`config.mk`:
```
export PLATFORM = sky130hd
export DESIGN_NAME = flac_subframe_decoder
export DESIGN_NICKNAME = d
export VERILOG_FILES = /design/src/rtl/flac_subframe_decoder.sv
export SDC_FILE = /design/constraint.sdc
export NUM_CORES = 2
export LEC_CHECK = 0
export CAP_MARGIN = 25
export CELL_PAD_IN_SITES_DETAIL_PLACEMENT = 1
export CELL_PAD_IN_SITES_GLOBAL_PLACEMENT = 1
export CORE_MARGIN = 2
export CORE_UTILIZATION = 30
export CTS_BUF_LIST = sky130_fd_sc_hd__clkbuf_4
export DETAILED_ROUTE_END_ITERATION = 12
export PLACE_DENSITY = 0.65
export SYNTH_ARGS = -nofsm -noshare
export SYNTH_HDL_FRONTEND = slang
export SYNTH_SLANG_ARGS = --single-unit
```
`constraint.sdc`:
```
create_clock -name iClock -period 13.08 [get_ports iClock]
set_clock_uncertainty 0.1 [all_clocks]
set_input_delay 1.308 -clock iClock [delete_from_list [all_inputs] [get_ports iClock]]
set_output_delay 1.308 -clock iClock [all_outputs]
set_load 0.005 [all_outputs]
```
`src/rtl/flac_subframe_decoder.sv`:
```
// flac_subframe_decoder
// Decodes one FLAC subframe (16-bit samples, one channel) from a bitstream held
// in a synchronous RAM (1-cycle read latency, 16-bit words, MSB-first) and emits
// the reconstructed PCM samples one per strobe.
// Supported: CONSTANT, VERBATIM, FIXED orders 0..4 with partitioned Rice/Rice2
// residuals (including escape partitions).
//
// state      | meaning
// -----------+-----------------------------------------------------------
// S_IDLE     | latch block size, start decoding
// S_HEADER   | read 8-bit subframe header, dispatch on type
// S_CONST    | read the constant value, then repeat it block-size times
// S_VERBATIM | emit raw 16-bit samples
// S_WARMUP   | emit `order` raw warm-up samples of a FIXED subframe
// S_RESID_HDR| read 2-bit coding method and 4-bit partition order
// S_PART_HDR | read Rice parameter (and escape width when escaped)
// S_RESIDUAL | decode residuals of the current partition, add prediction
// S_DONE     | pulse oFrameDone once, then stay silent until reset
//
// Ports:
//   iClock       rising-edge clock
//   iReset       asynchronous active-low reset
//   iEnable      high = run; low = hold all state including the RAM address
//   iBlockSize   samples in the subframe, latched in S_IDLE
//   iData        RAM read data for the address presented on the previous cycle
//   oReadAddr    RAM word address, starts at 0, only increments
//   oSample      decoded sample (low 16 bits of the 32-bit reconstruction)
//   oSampleValid one-cycle strobe qualifying oSample
//   oFrameDone   one-cycle strobe when the subframe is finished
module flac_subframe_decoder (
  input  logic               iClock,
  input  logic               iReset,
  input  logic               iEnable,
  input  logic [15:0]        iBlockSize,
  input  logic [15:0]        iData,
  output logic [15:0]        oReadAddr,
  output logic signed [15:0] oSample,
  output logic               oSampleValid,
  output logic               oFrameDone
);
  typedef enum logic [3:0] {
    S_IDLE, S_HEADER, S_CONST, S_VERBATIM, S_WARMUP,
    S_RESID_HDR, S_PART_HDR, S_RESIDUAL, S_DONE
  } state_t;

  state_t state, state_n;

  // Bit reader: left-aligned buffer, bits below bit_cnt are always zero.
  logic [31:0] bit_buf, shifted;
  logic [5:0]  bit_cnt, rem_cnt, nb;
  logic        primed, take;
  logic [15:0] addr;

  logic [15:0] blk, blk_n, samp_left, samp_left_n, part_left, part_left_n;
  logic [15:0] parts_left, parts_left_n, const_val, const_val_n;
  logic [2:0]  order, order_n, warm_left, warm_left_n;
  logic [3:0]  porder, porder_n;
  logic [4:0]  kparam, kparam_n, esc_bits, esc_bits_n, esc_code;
  logic [5:0]  kw, esc_sh;
  logic        method, method_n, escape, escape_n, esc_pend, esc_pend_n;
  logic        in_rem, in_rem_n, const_ok, const_ok_n, done_fired, done_fired_n;
  logic [31:0] quo, quo_n, u, esc_raw;
  logic signed [31:0] s1, s2, s3, s4, pred, resid, emit_val;
  logic        emit, frame_done;

  function automatic logic [31:0] fld(input logic [31:0] b, input logic [5:0] w);
    fld = b >> (6'd32 - w);   // w = 0 shifts everything out
  endfunction

  function automatic logic signed [31:0] unzig(input logic [31:0] v);
    unzig = $signed({1'b0, v[31:1]} ^ {32{v[0]}});
  endfunction

  assign oReadAddr = addr;
  assign rem_cnt   = bit_cnt - nb;
  assign shifted   = bit_buf << nb;
  // iData only reflects addr when addr was stable during the previous cycle.
  assign take      = primed && (rem_cnt <= 6'd16);
  assign kw        = method ? 6'd5 : 6'd4;
  assign esc_code  = method ? 5'd31 : 5'd15;
  assign esc_sh    = 6'd32 - {1'b0, esc_bits};

  always_comb begin
    case (order)
      3'd1:    pred = s1;
      3'd2:    pred = (s1 <<< 1) - s2;
      3'd3:    pred = 32'sd3 * s1 - 32'sd3 * s2 + s3;
      3'd4:    pred = (s1 <<< 2) - 32'sd6 * s2 + (s3 <<< 2) - s4;
      default: pred = '0;
    endcase
  end

  always_comb begin
    state_n = state;           blk_n = blk;               samp_left_n = samp_left;
    part_left_n = part_left;   parts_left_n = parts_left; const_val_n = const_val;
    order_n = order;           warm_left_n = warm_left;   porder_n = porder;
    kparam_n = kparam;         esc_bits_n = esc_bits;     method_n = method;
    escape_n = escape;         esc_pend_n = esc_pend;     in_rem_n = in_rem;
    const_ok_n = const_ok;     done_fired_n = done_fired; quo_n = quo;
    nb = '0; emit = 1'b0; emit_val = '0; frame_done = 1'b0;
    u = '0; esc_raw = '0; resid = '0;
    case (state)
      S_IDLE: begin
        blk_n = iBlockSize; samp_left_n = iBlockSize; state_n = S_HEADER;
      end
      S_HEADER: if (bit_cnt >= 6'd8) begin
        nb = 6'd8;   // bit 31 pad, bits 30:25 type, bit 24 wasted flag (ignored)
        if (bit_buf[30:25] == 6'd0) state_n = S_CONST;
        else if (bit_buf[30:25] == 6'd1) state_n = S_VERBATIM;
        else if (bit_buf[30:28] == 3'b001 && bit_buf[27:25] <= 3'd4) begin
          order_n = bit_buf[27:25]; warm_left_n = bit_buf[27:25]; state_n = S_WARMUP;
        end else state_n = S_DONE;
      end
      S_CONST: if (!const_ok) begin
        if (bit_cnt >= 6'd16) begin
          nb = 6'd16; const_val_n = bit_buf[31:16]; const_ok_n = 1'b1;
        end
      end else begin
        emit = 1'b1; emit_val = {{16{const_val[15]}}, const_val};
      end
      S_VERBATIM: if (bit_cnt >= 6'd16) begin
        nb = 6'd16; emit = 1'b1; emit_val = {{16{bit_buf[31]}}, bit_buf[31:16]};
      end
      S_WARMUP: if (warm_left == 3'd0) state_n = S_RESID_HDR;
      else if (bit_cnt >= 6'd16) begin
        nb = 6'd16; emit = 1'b1; emit_val = {{16{bit_buf[31]}}, bit_buf[31:16]};
        warm_left_n = warm_left - 3'd1;
      end
      S_RESID_HDR: if (bit_cnt >= 6'd6) begin
        nb = 6'd6;
        if (bit_buf[31]) state_n = S_DONE;
        else begin
          method_n = bit_buf[30]; porder_n = bit_buf[29:26];
          parts_left_n = 16'd1 << bit_buf[29:26];
          part_left_n = (blk >> bit_buf[29:26]) - {13'd0, order};
          esc_pend_n = 1'b0; state_n = S_PART_HDR;
        end
      end
      S_PART_HDR: if (!esc_pend) begin
        if (bit_cnt >= kw) begin
          nb = kw;
          kparam_n = method ? bit_buf[31:27] : {1'b0, bit_buf[31:28]};
          if (kparam_n == esc_code) esc_pend_n = 1'b1;
          else begin
            escape_n = 1'b0; in_rem_n = 1'b0; quo_n = '0; state_n = S_RESIDUAL;
          end
        end
      end else if (bit_cnt >= 6'd5) begin
        nb = 6'd5; esc_bits_n = bit_buf[31:27]; escape_n = 1'b1;
        esc_pend_n = 1'b0; state_n = S_RESIDUAL;
      end
      S_RESIDUAL: begin
        if (part_left == 16'd0) begin
          // partition 0 may legitimately be empty when its size equals the order
          if (parts_left <= 16'd1) state_n = S_DONE;
          else begin
            parts_left_n = parts_left - 16'd1; part_left_n = blk >> porder;
            state_n = S_PART_HDR;
          end
        end else if (escape) begin
          if (bit_cnt >= {1'b0, esc_bits}) begin
            nb = {1'b0, esc_bits};
            esc_raw = fld(bit_buf, {1'b0, esc_bits}) << esc_sh;
            resid = $signed(esc_raw) >>> esc_sh;
            emit = 1'b1;
          end
        end else if (!in_rem) begin
          if (bit_cnt != 6'd0) begin
            nb = 6'd1;
            if (!bit_buf[31]) quo_n = quo + 32'd1;
            else if (kparam == 5'd0) begin
              u = quo; resid = unzig(u); emit = 1'b1;
            end else in_rem_n = 1'b1;
          end
        end else if (bit_cnt >= {1'b0, kparam}) begin
          nb = {1'b0, kparam};
          u = (quo << kparam) | fld(bit_buf, {1'b0, kparam});
          resid = unzig(u); emit = 1'b1; in_rem_n = 1'b0;
        end
        if (emit) begin
          emit_val = pred + resid; part_left_n = part_left - 16'd1; quo_n = '0;
        end
      end
      S_DONE: if (!done_fired) begin
        frame_done = 1'b1; done_fired_n = 1'b1;
      end
      default: state_n = S_IDLE;
    endcase
    if (emit) begin
      samp_left_n = samp_left - 16'd1;
      if (samp_left == 16'd1) state_n = S_DONE;
    end
  end

  always_ff @(posedge iClock or negedge iReset) begin
    if (!iReset) begin
      state <= S_IDLE; bit_buf <= '0; bit_cnt <= '0; primed <= 1'b0; addr <= '0;
      blk <= '0; samp_left <= '0; part_left <= '0; parts_left <= '0; const_val <= '0;
      order <= '0; warm_left <= '0; porder <= '0; kparam <= '0; esc_bits <= '0;
      method <= 1'b0; escape <= 1'b0; esc_pend <= 1'b0; in_rem <= 1'b0;
      const_ok <= 1'b0; done_fired <= 1'b0; quo <= '0;
      s1 <= '0; s2 <= '0; s3 <= '0; s4 <= '0;
      oSample <= '0; oSampleValid <= 1'b0; oFrameDone <= 1'b0;
    end else if (iEnable) begin
      state <= state_n; blk <= blk_n; samp_left <= samp_left_n;
      part_left <= part_left_n; parts_left <= parts_left_n; const_val <= const_val_n;
      order <= order_n; warm_left <= warm_left_n; porder <= porder_n;
      kparam <= kparam_n; esc_bits <= esc_bits_n; method <= method_n;
      escape <= escape_n; esc_pend <= esc_pend_n; in_rem <= in_rem_n;
      const_ok <= const_ok_n; done_fired <= done_fired_n; quo <= quo_n;
      bit_buf <= take ? (shifted | ({iData, 16'h0000} >> rem_cnt)) : shifted;
      bit_cnt <= rem_cnt + (take ? 6'd16 : 6'd0);
      primed  <= !take;
      if (take) addr <= addr + 16'd1;
      oSampleValid <= emit;
      oFrameDone   <= frame_done;
      if (emit) begin
        oSample <= emit_val[15:0];
        s1 <= emit_val; s2 <= s1; s3 <= s2; s4 <= s3;
      end
    end else begin
      oSampleValid <= 1'b0;
      oFrameDone   <= 1'b0;
    end
  end
endmodule

```
==> impl_results.md <==
* Hold bufs inserted after CTS at 0
* Port Buffers at slightly below 70
* Setup TNS at 0 ns
* Syn nets at 3802
* Post-Synthesis Cells at 3562
* CP endpoint kind: flop
* WP data arrival at 11.10 ns
* Core Area at 0.09529 mm2
* Fmax at 95.98 MHz
* Total track usage at 0.2280
* Reg-to-reg startpoint: esc_bits[0]$_DFFE_PN0P_
* Post CTS Setup Buffer Count at 0
* RR Endpoint: s1[15]$_DFFE_PN0P_
* MaxCap Viol Count at 0
* # clock sinks at 248
* Initial Utilization at 0.3038
* Final min period at ~10 ns
* Pre-antenna DRT Iters at 5
* Vias in the first global route at 28810
* Clock Root Buffer: clkbuf_4
* Synth cell types at approximately 100
* NumNets Final at 3765
* Reg2Reg Depth at 32
* Status: complete, no violations
* Initial DRC count at 2130
* Largest regs: bit_buf x32, quo x17
* Register area share after synthesis at 0.2144
* Synth top area share at 0.2144
* GRT overflow at 0
* Layout filler cell count at roughly 11000
* FP Rows at approximately 110
* Final Setup Violations at 0
* Post-cts sizing count at 0
* Drc violations at 0
* Part of the cycle the worst path needs at 0.7966
* Crit Path Max Fanout at 45
* Final hold violations at 0
* Mean post-synth cell area at ~8.1 um2
* Slew margin rel. at 0.2448
* Kind of critical path: flop to flop
* HP Class: primary input to async pin
* Die width at around 310 um
* CTS tree: done
* Synth async-reset ratio at 1.000
* Flip-flop count of the largest register after layout at 32
* Vias/cell at about 5.8
* Max stage delay on crit path at ~1.1 ns
* Mapped Area at 0.02895 mm2
* Largest reg by FF count: bit_buf
* DR vias at ~28000
* Ys flop type: dfrtp_1
* Clk Latency, worst-skew pair at ~0.92 ns
* Clock Path Buffers at 3
* Top cells by area, synth: dfrtp_1 (21%), mux2i_1 (8.1%), ha_1 (5.7%), o21ai_0 (5.2%), mux4_2 (5.2%)
* Reg2reg setup slack at about 2.7 ns
* Largest net degree at the start of global routing at 84
* Post-Route WL at 113600 um
* CTS H-tree depth at 3
* Die Y at 314.6 um
* Layout cell share with drive strength beyond 1 at 0.1191
* Number of flops mapped to enable cells by yosys at 0
* RSZ-0062 raised after global routing: false
* Cell mode on critical path: a21oi_1
* # IOs at 69
* Pins Over Slew Limit at 0
* DP HPWL at 83820 um
* Area grow syn2layout at 9.933%
* CP startpoint kind: flop
* Slew @ Worst Pin at 1.133 ns
* Routed length per instance at between 20 and 25 um
* Number of synthesized register bits at around 250
* Die footprint at around 0.099 mm2
* Number of routed nets with antenna violations at 0
* First-pass GRT wire length at 176600 um
* Clock slew at reported path FFs at ~0.080 ns
* RePlAce Congestion at a little under 1
* CTS buffer count at slightly below 80
* Synth area leader: dfrtp_1
* Initial antenna violation count at 2
* CP Data Required Time at approximately 14 ns
* WHS at a little over 0.3 ns
* Slowest stage cell, crit path: ha_2
* Yosys Warn Count at 0
cells by family (layout without fill, tap and decap cells):
kind of cell    after synthesis  in the layout  synth area share
compound gates             1021           1021            0.2261
xor+xnor                    160            160           0.04893
fa+ha+maj                   205            205            0.1075
buf+inv                     466            488           0.06393
flops                       248            248            0.2144
mux                         408            408            0.1758
other cells                   0              3                 0
simple gates               1054           1054            0.1633
cells in the final DEF, fill, tap and decap left out, types with 16 or more instances in the layout:
cell type / synthesis / routed
o22ai_1: 49 / 48
o21bai_1: 24 / 24
inv_1: 203 / 203
a22oi_1: 23 / 23
nor4_1: 24 / 23
a21oi_1: 243 / 242
xor2_1: 57 / 53
mux2i_1: 234 / 233
a222oi_1: 16 / 16
clkinv_1: 11 / 34
nand3_1: 69 / 68
a31oi_1: 44 / 44
nand2b_1: 20 / 20
clkbuf_4: 0 / 108
o21ai_0: 303 / 302
mux2_2: 103 / 103
nor2b_1: 23 / 23
o211ai_1: 21 / 21
fa_1: 73 / 73
and3_1: 27 / 27
a221oi_1: 24 / 24
a21o_1: 31 / 31
nor3_1: 88 / 85
clkdlybuf4s50_1: 0 / 66
o221ai_1: 20 / 20
a211oi_1: 56 / 56
nor2_1: 352 / 352
mux4_2: 67 / 67
buf_4: 3 / 62
nand2_1: 365 / 364
o22a_1: 16 / 16
dfrtp_1: 248 / 243
xnor2_1: 101 / 100
ha_1: 132 / 131
worst max path at each step:
| stage | slack [ns] | from | cells past startpoint | to |
|---|---|---|---|---|
| after floorplan | 4.23 | esc_bits[0]$_DFFE_PN0P_ | 39 | s1[15]$_DFFE_PN0P_ |
| after global placement | 2.93 | esc_bits[0]$_DFFE_PN0P_ | 32 | s1[15]$_DFFE_PN0P_ |
| after detailed placement | 2.79 | esc_bits[0]$_DFFE_PN0P_ | 32 | s1[15]$_DFFE_PN0P_ |
| after CTS | 2.71 | esc_bits[0]$_DFFE_PN0P_ | 32 | s1[15]$_DFFE_PN0P_ |
| after global routing | 2.01 | esc_bits[0]$_DFFE_PN0P_ | 34 | s1[15]$_DFFE_PN0P_ |
| final | 2.66 | esc_bits[0]$_DFFE_PN0P_ | 32 | s1[15]$_DFFE_PN0P_ |
synthesized netlist by cell type, types with 73 or more instances:
library cell and count:
mux2i_1 234, dfrtp_1 248, clkbuf_1 183, fa_1 73
nor3_1 88, o21ai_0 303, xnor2_1 101, ha_1 132
a21oi_1 243, nand2_1 365, inv_1 203, mux2_2 103
nor2_1 352
stage by stage:
step	cell area, um2	instances	setup WS [ns]	utilization
3_5_place_dp	30800	4707	2.785	0.3232
5_1_grt	31820	4851	2.011	0.3339
4_1_cts	31790	4847	2.711	0.3336
6_report	31820	4852	2.661	0.3339
2_1_floorplan	28950	3562	4.228	-
3_3_place_gp	30790	4706	2.931	0.3231
final cells by class:
type / instances / area [um2] / area share
Multi-Input combinational cell: 2848 / 21040 / 0.6612
Sequential cell: 248 / 6215 / 0.1953
Tap cell: 1265 / 1583 / 0.04974
Timing Repair Buffer: 132 / 1176 / 0.03696
Clock buffer: 108 / 810.8 / 0.02548
Inverter: 216 / 810.8 / 0.02548
Clock inverter: 32 / 177.7 / 0.005583
Antenna cell: 3 / 7.507 / 0.0002359
layer usage:
layer,vias to the layer above,part of all wire,GRT usage
met5,-,0,0
met2,840,0.47,0.3750
met3,233,0.055,0.03610
met1,14100,0.44,0.3013
li1,12910,-,-
met4,0,0.036,0.08268
worst max-delay path: cells and delay by family, from the launching register on:
family | cells | cell delay (ns)
flops | 1 | 0.82
mux | 4 | 1.60
buf+inv | 3 | 1.05
compound gates | 17 | 4.39
simple gates | 4 | 0.52
fa+ha+maj | 2 | 1.43
xor+xnor | 2 | 0.38
Power is left out: the tool's default activity adds up to more than one toggle a clock period on the data nets, which glitch-free logic cannot reach.
